### src/rtl/multicycle_alu_pkg.sv
// Opcode and state encodings shared by the multicycle ALU and the CPU controller.
package multicycle_alu_pkg;

  localparam logic [2:0] OP_ADD = 3'b000;
  localparam logic [2:0] OP_SUB = 3'b001;
  localparam logic [2:0] OP_MUL = 3'b010;
  localparam logic [2:0] OP_DIV = 3'b011;

  typedef enum logic [1:0] {
    ST_IDLE   = 2'd0,
    ST_EXEC   = 2'd1,
    ST_ITER   = 2'd2,
    ST_FINISH = 2'd3
  } state_t;

  // Any opcode with the top bit set is reserved.
  function automatic logic is_illegal(input logic [2:0] op);
    return op[2];
  endfunction

endpackage

### src/rtl/multicycle_alu_div_core_16.sv
// Restoring divider on unsigned magnitudes: loads on start, quotient valid 16 edges later.
// No handshake; the caller counts edges. A new start restarts it at any time.
module div_core_16 #(
  parameter int WIDTH = 16
) (
  input  logic             clk,
  input  logic             reset,
  input  logic             start,
  input  logic [WIDTH-1:0] dividend,
  input  logic [WIDTH-1:0] divisor,
  output logic [WIDTH-1:0] quotient
);

  localparam int CW = $clog2(WIDTH) + 1;

  logic [WIDTH-1:0] quo;
  logic [WIDTH-1:0] rem;
  logic [WIDTH-1:0] dvs;
  logic [CW-1:0]    cnt;
  logic [WIDTH:0]   shifted;
  logic             fits;

  // Partial remainder never reaches the divisor, so WIDTH bits hold it after subtraction.
  assign shifted  = {rem, quo[WIDTH-1]};
  assign fits     = shifted >= {1'b0, dvs};
  assign quotient = quo;

  always_ff @(posedge clk or posedge reset) begin
    if (reset) begin
      quo <= '0;
      rem <= '0;
      dvs <= '0;
      cnt <= '0;
    end else if (start) begin
      quo <= dividend;
      rem <= '0;
      dvs <= divisor;
      cnt <= CW'(WIDTH);
    end else if (cnt != '0) begin
      rem <= fits ? WIDTH'(shifted - {1'b0, dvs}) : shifted[WIDTH-1:0];
      quo <= {quo[WIDTH-2:0], fits};
      cnt <= cnt - CW'(1);
    end
  end

endmodule

### src/rtl/multicycle_alu.sv
// Multicycle signed ALU: ADD/SUB/illegal/div-by-zero finish 1 edge after accept, MUL/DIV 17.
// start is only sampled in IDLE; requests while busy are dropped, not queued.
module multicycle_alu
  import multicycle_alu_pkg::*;
#(
  parameter int WIDTH = 16
) (
  input  logic             clk,
  input  logic             reset,
  input  logic             start,
  input  logic [2:0]       opcode,
  input  logic [WIDTH-1:0] A,
  input  logic [WIDTH-1:0] B,
  output logic [WIDTH-1:0] result,
  output logic             done,
  output logic             busy
);

  localparam int            CW   = $clog2(WIDTH) + 1;
  localparam logic [CW-1:0] LAST = CW'(WIDTH);

  state_t             state, state_nxt;
  logic [2:0]         op;
  logic [WIDTH-1:0]   a_q, b_q, mplr, quotient;
  logic [2*WIDTH-1:0] acc, mcand;
  logic [CW-1:0]      cnt;
  logic               neg, a_neg, b_zero;
  logic [WIDTH-1:0]   mag_a, mag_b, simple_res, mag_res;
  logic               accept, iterative, iter_step, div_start;

  assign mag_a     = A[WIDTH-1] ? -A : A;
  assign mag_b     = B[WIDTH-1] ? -B : B;
  assign accept    = (state == ST_IDLE) && start;
  assign iterative = (op == OP_MUL) || ((op == OP_DIV) && !b_zero);
  assign iter_step = ((state == ST_EXEC) && iterative) || ((state == ST_ITER) && (cnt != LAST));
  assign div_start = accept && (opcode == OP_DIV) && (B != '0);
  assign mag_res   = (op == OP_MUL) ? acc[WIDTH-1:0] : quotient;

  div_core_16 #(.WIDTH(WIDTH)) u_div (
    .clk      (clk),
    .reset    (reset),
    .start    (div_start),
    .dividend (mag_a),
    .divisor  (mag_b),
    .quotient (quotient)
  );

  always_ff @(posedge clk or posedge reset) begin
    if (reset) state <= ST_IDLE;
    else       state <= state_nxt;
  end

  always_comb begin
    state_nxt = state;
    case (state)
      ST_IDLE:   if (start) state_nxt = ST_EXEC;
      ST_EXEC:   state_nxt = iterative ? ST_ITER : ST_FINISH;
      ST_ITER:   if (cnt == LAST) state_nxt = ST_FINISH;
      ST_FINISH: state_nxt = ST_IDLE;
      default:   state_nxt = ST_IDLE;
    endcase
  end

  always_comb begin
    done = 1'b0;
    busy = 1'b0;
    case (state)
      ST_IDLE:   busy = 1'b0;
      ST_FINISH: begin done = 1'b1; busy = 1'b1; end
      default:   busy = 1'b1;
    endcase
  end

  // Single-edge results; MUL never lands here and DIV only when the divisor is zero.
  always_comb begin
    simple_res = '0;
    if (!is_illegal(op)) begin
      case (op)
        OP_ADD:  simple_res = a_q + b_q;
        OP_SUB:  simple_res = a_q - b_q;
        OP_DIV:  simple_res = a_neg ? {1'b1, {(WIDTH-1){1'b0}}} : {1'b0, {(WIDTH-1){1'b1}}};
        default: simple_res = '0;
      endcase
    end
  end

  always_ff @(posedge clk or posedge reset) begin
    if (reset) begin
      op     <= '0;
      a_q    <= '0;
      b_q    <= '0;
      neg    <= 1'b0;
      a_neg  <= 1'b0;
      b_zero <= 1'b0;
      cnt    <= '0;
      acc    <= '0;
      mcand  <= '0;
      mplr   <= '0;
      result <= '0;
    end else begin
      if (accept) begin
        op     <= opcode;
        a_q    <= A;
        b_q    <= B;
        neg    <= A[WIDTH-1] ^ B[WIDTH-1];
        a_neg  <= A[WIDTH-1];
        b_zero <= (B == '0);
        cnt    <= '0;
        acc    <= '0;
        mcand  <= {{WIDTH{1'b0}}, mag_a};
        mplr   <= mag_b;
      end
      // The first iteration edge is the EXEC edge, so E1..E16 carry all 16 steps.
      if (iter_step) begin
        cnt <= cnt + CW'(1);
        if (op == OP_MUL) begin
          acc   <= acc + (mplr[0] ? mcand : '0);
          mcand <= mcand << 1;
          mplr  <= mplr >> 1;
        end
      end
      if ((state == ST_EXEC) && !iterative) result <= simple_res;
      if ((state == ST_ITER) && (cnt == LAST)) begin
        result <= neg ? -mag_res : mag_res;
        cnt    <= '0;
      end
    end
  end

endmodule

### config.mk
export PLATFORM = sky130hd
export DESIGN_NAME = multicycle_alu
export DESIGN_NICKNAME = d
export VERILOG_FILES = /design/src/rtl/multicycle_alu_pkg.sv /design/src/rtl/multicycle_alu_div_core_16.sv /design/src/rtl/multicycle_alu.sv
export SDC_FILE = /design/constraint.sdc
export NUM_CORES = 1
export LEC_CHECK = 0
export CAP_MARGIN = 10
export CORE_MARGIN = 8
export CORE_UTILIZATION = 56
export DETAILED_ROUTE_END_ITERATION = 6
export HOLD_SLACK_MARGIN = 0.02
export PLACE_DENSITY_LB_ADDON = 0.15
export SKIP_CTS_REPAIR_TIMING = 1
export SLEW_MARGIN = 20
export SYNTH_ARGS = -nofsm -noshare
export SYNTH_HDL_FRONTEND = slang
export SYNTH_SLANG_ARGS = --single-unit
### constraint.sdc
create_clock -name clk -period 5.1 [get_ports clk]
set_clock_uncertainty 0.1 [all_clocks]
set_input_delay 0.51 -clock clk [delete_from_list [all_inputs] [get_ports clk]]
set_output_delay 0.51 -clock clk [all_outputs]
set_load 0.01 [all_outputs]
# Yosys cells after proc, flatten, opt, wreduce, memory -nomap -nowiden
# Cells that the tools add are included.
dict set report totals {
  register_bits 194
  wordCells 94
  input_bits 38
  out_inout_bits 18
}
dict set report op_classes {
  mux 35
  reduce_logical 21
  eq_ne 11
  magnitude_cmp 1
  add_sub_neg 9
  n_bitwise 1
}
# op n
set ops {}
lappend ops {{$mux 16} 16}
lappend ops {{$mux 32} 7}
lappend ops {{$neg 16->16} 3}
lappend ops {{$pmux 16 s3} 1}
lappend ops {{$add 32x32->32} 1}
lappend ops {{$sub 16x16->16} 2}
lappend ops {{$mux 5} 5}
lappend ops {{$ge 17x16->1} 1}
lappend ops {{$add 16x16->16} 1}
lappend ops {{$logic_not 16->1} 1}
lappend ops {{$reduce_bool 16->1} 1}
lappend ops {{$eq 3x2->1 const B} 3}
lappend ops {{$logic_and 1x1->1} 8}
lappend ops {{$pmux 2 s4} 1}
lappend ops {{$add 5x1->5 const B} 1}
lappend ops {{$eq 5x5->1 const B} 1}
lappend ops {{$ne 5x5->1 const B} 1}
lappend ops {{$reduce_bool 5->1} 1}
lappend ops {{$sub 5x1->5 const B} 1}
lappend ops {{$eq 2x2->1 const B} 2}
lappend ops {{$mux 2} 2}
lappend ops {{$reduce_bool 2->1} 2}
lappend ops {{$eq 3x1->1 const B} 1}
lappend ops {{$logic_not 3->1} 1}
lappend ops {{10 further kinds} 14}

# Longest topological paths before layout
dict set report logic_depth {
  depth_word 7
  depth_mapped 13
}

# Hierarchy
# Synthesis repeated with hierarchy kept, for this count alone.
dict set report unflattened {
  hier_cells 1313
  hier_area_um2 11100.6
}
# module area_each_um2 instances cells_each
set by_module_without_submodules {}
lappend by_module_without_submodules {multicycle_alu 7777.5 1 955}
lappend by_module_without_submodules {div_core_16 3323.2 1 358}

# Least setup slack after synthesis
# OpenSTA, ideal clock, no wires.
dict set report synth_path {
  path_kind {register to register}
  from {register op[2]}
  to {register result[14]}
  setup_time_ns 0.090
  arrival_time_ns 3.342
  path_stages_with_launch 14
  path_buffers 2
  setup_slack_ns 1.568
  cell_sequence {dfrtp_1 > clkbuf_1 > nor3_1 > clkbuf_1 > nor2_1 > xnor2_1 > ha_1 > nor2b_1 > o31a_1 > nor4_1 > o21ai_0 > a221o_1 > mux2_2 > o221ai_1}
}
dict set report synth_between {
  elab_chain_cells 6
  word_cells_on_any_way 16
  classes_between {1 x add/sub; 3 x eq/ne; 6 x mux; 6 x reduce/logical}
}
# element line_no
set synth_rtl {}
lappend synth_rtl {{from (decl)} multicycle_alu.sv:23} ;# logic [2:0] op;
lappend synth_rtl {{from (signal assigned)} multicycle_alu.sv:102} ;# op <= opcode;
lappend synth_rtl {{branches (longest 6 deep; another with $neg 16->16)} -}
lappend synth_rtl {{to (signal assigned)} multicycle_alu.sv:122} ;# if ((state == ST_EXEC) && !iterative) result <= simple_res;
lappend synth_rtl {{to (signal assigned)} multicycle_alu.sv:124} ;# result <= neg ? -mag_res : mag_res;
lappend synth_rtl {{to (decl)} multicycle_alu.sv:14} ;# output logic [WIDTH-1:0] result,
# Several ways; the timed one is not identified. The select of a mux whose other input is x is not followed.
# A chain may end at the register's enable or synchronous reset.

# Worst setup path after layout
dict set report layout_path {
  from {register op[2]}
  to {register result[12]}
}
# Same word-level chain as after synthesis.

==> metrics.cfg <==
[worst_hold_path]
holdCritPathClass=flop to flop

[critical_path]
critPathMaxFanout=15
cp_num_buf_inv=1
cpLargestDelayFamily=compound AO/OA/AOI/OAI gates
cp.required_ns=5.30
path_cells=nor3_1, buf_4, mux2_2, fa_1, nor2b_1, o31a_1, nor4_1, o21ai_0, a21oi_1, mux2i_1, a2111oi_0
max_stage_delay_ns=0.54
critical_path_class=flop to flop
arrival_ns=3.85
critPathCaptureType=flop
cp_slowest_cell=dfrtp_1
start_kind=flop

[timing]
relSlewSlack_pct=33.9
max_freq_mhz=274
period_minus_slack_ns=3.65
rsz0062_at_grt=no
worst_pin_slew_ns=0.983
fin_setup_tns_ns=0
slew_viol_final=0
setup_viol=0
holdWs_ns=0.382
hold_viol=0
post-route-period-util_pct=71.5

[grt]
grt_util_all_layers_pct=24.7
grt_pass1_wl_um=47600
grt_antenna_before_repair=0
grt_max_degree=88
grt_pass1_vias=9074
grt_overflow_total=0

[die]
dieArea_um2=24100
num_rows=51
core_area_um2=19300
die_h_um=155
die_w_um=155
pin_count=56
start_util_pct=56.5

[pwr]
power_density_nw_per_um2=769
ir_drop_v=0.000499
p_leak_nw=5.35

[clock_network]
clock_latency_ns=0.44
cts_tree=yes
cts-buffers-inserted=17
clkTransAtPathRegs_ns=0.07
clock_sinks=161
clockBufferDepth=2
h-tree-depth=4
root_buffer=clkbuf_16

[logic_synthesis]
synth_area_per_cell_um2=8.38
synthArstFlopShare_pct=100
synth_top_area_share_pct=37.0
yosysMostFrequentCell=nand2_1
synth-edff-count=0
netlist_instances=1299
synth-seq-cells=161
yosys_warnings=0
synth_cell_types=73
synthesis.area_um2=10900
synth_area_leaders=dfrtp_1, nand2_1, ha_1, o21ai_0, xnor2_1
ys_seq_area_share_pct=37.0
syn_nets=1399
synth_top_area_cell=dfrtp_1
ys_top_cells_by_count=nand2_1, dfrtp_1, o21ai_0, nor2_1, a21oi_1
synth_flop_cell=dfrtp_1

[route]
postRouteAntennaNets=0
dr.pass1.iters=5
wl_um=29300
drc=0
vias_per_cell=5.96
wl_per_cell_um=18.3
vias=9570
drt_iter0_markers=887

[finish]
final_nets=1427
multiInputGateArea_um2=6460
area_growth_pct=12.9
fillers=1663
diodes=0
final_area_um2=12300
drive_gt1_share_pct=5.90
seqCellArea_um2=4030
final_cells=1605
fin_util_pct=63.8

[placement]
dpl.hpwl_um=21300
place_area_um2=11700
gp_congestion=0.920
port_buffers=55
dp.cells=1573

[status]
status=completed

[job]
max_cap_viol_count=0

-- state kept, by name, summed over array words and instances (netlist names) --
register / flops
op: 3
result: 16
mplr: 16
neg: 1
acc: 16
u_div.rem: 16
u_div.cnt: 5
state: 2
u_div.quotient: 16
mcand: 16
cnt: 5
u_div.dvs: 16
b_zero: 1
b_q: 16
a_q: 16
-- kinds of logic (layout without fill, tap and decap cells) --
| kind of cell | after synthesis | in the layout | share of synthesized area (%) |
|---|---|---|---|
| xor gates and xnor gates | 88 | 88 | 7.08 |
| adders and majority gates | 62 | 62 | 7.34 |
| muxes | 40 | 40 | 3.78 |
| DFF | 161 | 161 | 37.0 |
| AOI/OAI and AO/OA | 360 | 360 | 20.2 |
| and+or+nand+nor | 481 | 481 | 20.6 |
| buffers and inverters | 107 | 148 | 3.96 |
-- tightest hold or removal path: stages, from the launching register on --
cell and delay, ns:
dfrtp_1 0.34, nand2_1 0.04, o21ai_0 0.06
-- final timing paths --
check	from	endpoint	slack [ns]	cells past startpoint
min	mplr[8]	mplr[7]	0.38	2
max reg2reg	op[2]	result[12]	1.45	11
max in group asynchronous	reset	mcand[9]	3.37	3
min in group asynchronous	reset	b_q[4]	0.50	2
min reg2reg	mplr[8]	mplr[7]	0.38	2
max	op[2]	result[12]	1.45	11
-- through the flow --
stage               setup slack (ns)  power [mW]
floorplan                      0.142        6.55
global placement                1.21        7.86
detailed placement              1.13        7.98
CTS                             1.49        9.41
global route                    1.23        10.2
finish                          1.45        9.45
-- where the power goes --
group / switching [mW] / internal (mW) / leakage, nW / total [mW]
registers: 0.598 / 1.90 / 1.99 / 2.49
logic: 3.16 / 2.41 / 3.05 / 5.58
clock network: 0.589 / 0.785 / 0.306 / 1.37
-- layout by cell type (no fill, tap or decap), types with 5 or more instances in the layout --
cell               n
nor2_1            95
nand2b_1          18
o31ai_1           20
nand4_1            5
a21o_1            18
o21a_1            16
nor3_1            36
xnor2_1           48
xor2_1            40
o41ai_1            6
ha_1              59
and2_1            19
o21ai_1           12
mux2i_1           31
or4_1              5
mux2_2             9
nand3_1           33
inv_1             46
or3_1              9
nor2b_1           11
buf_4             13
dfrtp_1          161
and3_1             7
o211ai_1           5
clkbuf_16         17
a211oi_1          20
clkdlybuf4s50_1   55
nand2_1          206
o21ai_0          123
a31oi_1           18
nor4_1             7
inv_6              8
a21oi_1           82
-- per-layer routing --
metal,vias to the layer above,wire length [um],global-route usage [%]
li1,4660,-,-
met1,4559,13100,33.2
met2,297,13400,38.5
met3,54,1970,5.30
met4,0,838,9.38
met5,-,0,0
-- layout make-up --
class	instances	area share, %
multi-input cells	1031	52.6
flip-flops and latches	161	32.8
repair buffers	69	5.44
clock buffers	17	3.46
well taps	265	2.70
clock inverters	15	1.55
inverters	47	1.48
(Power assumes the default switching activity.)
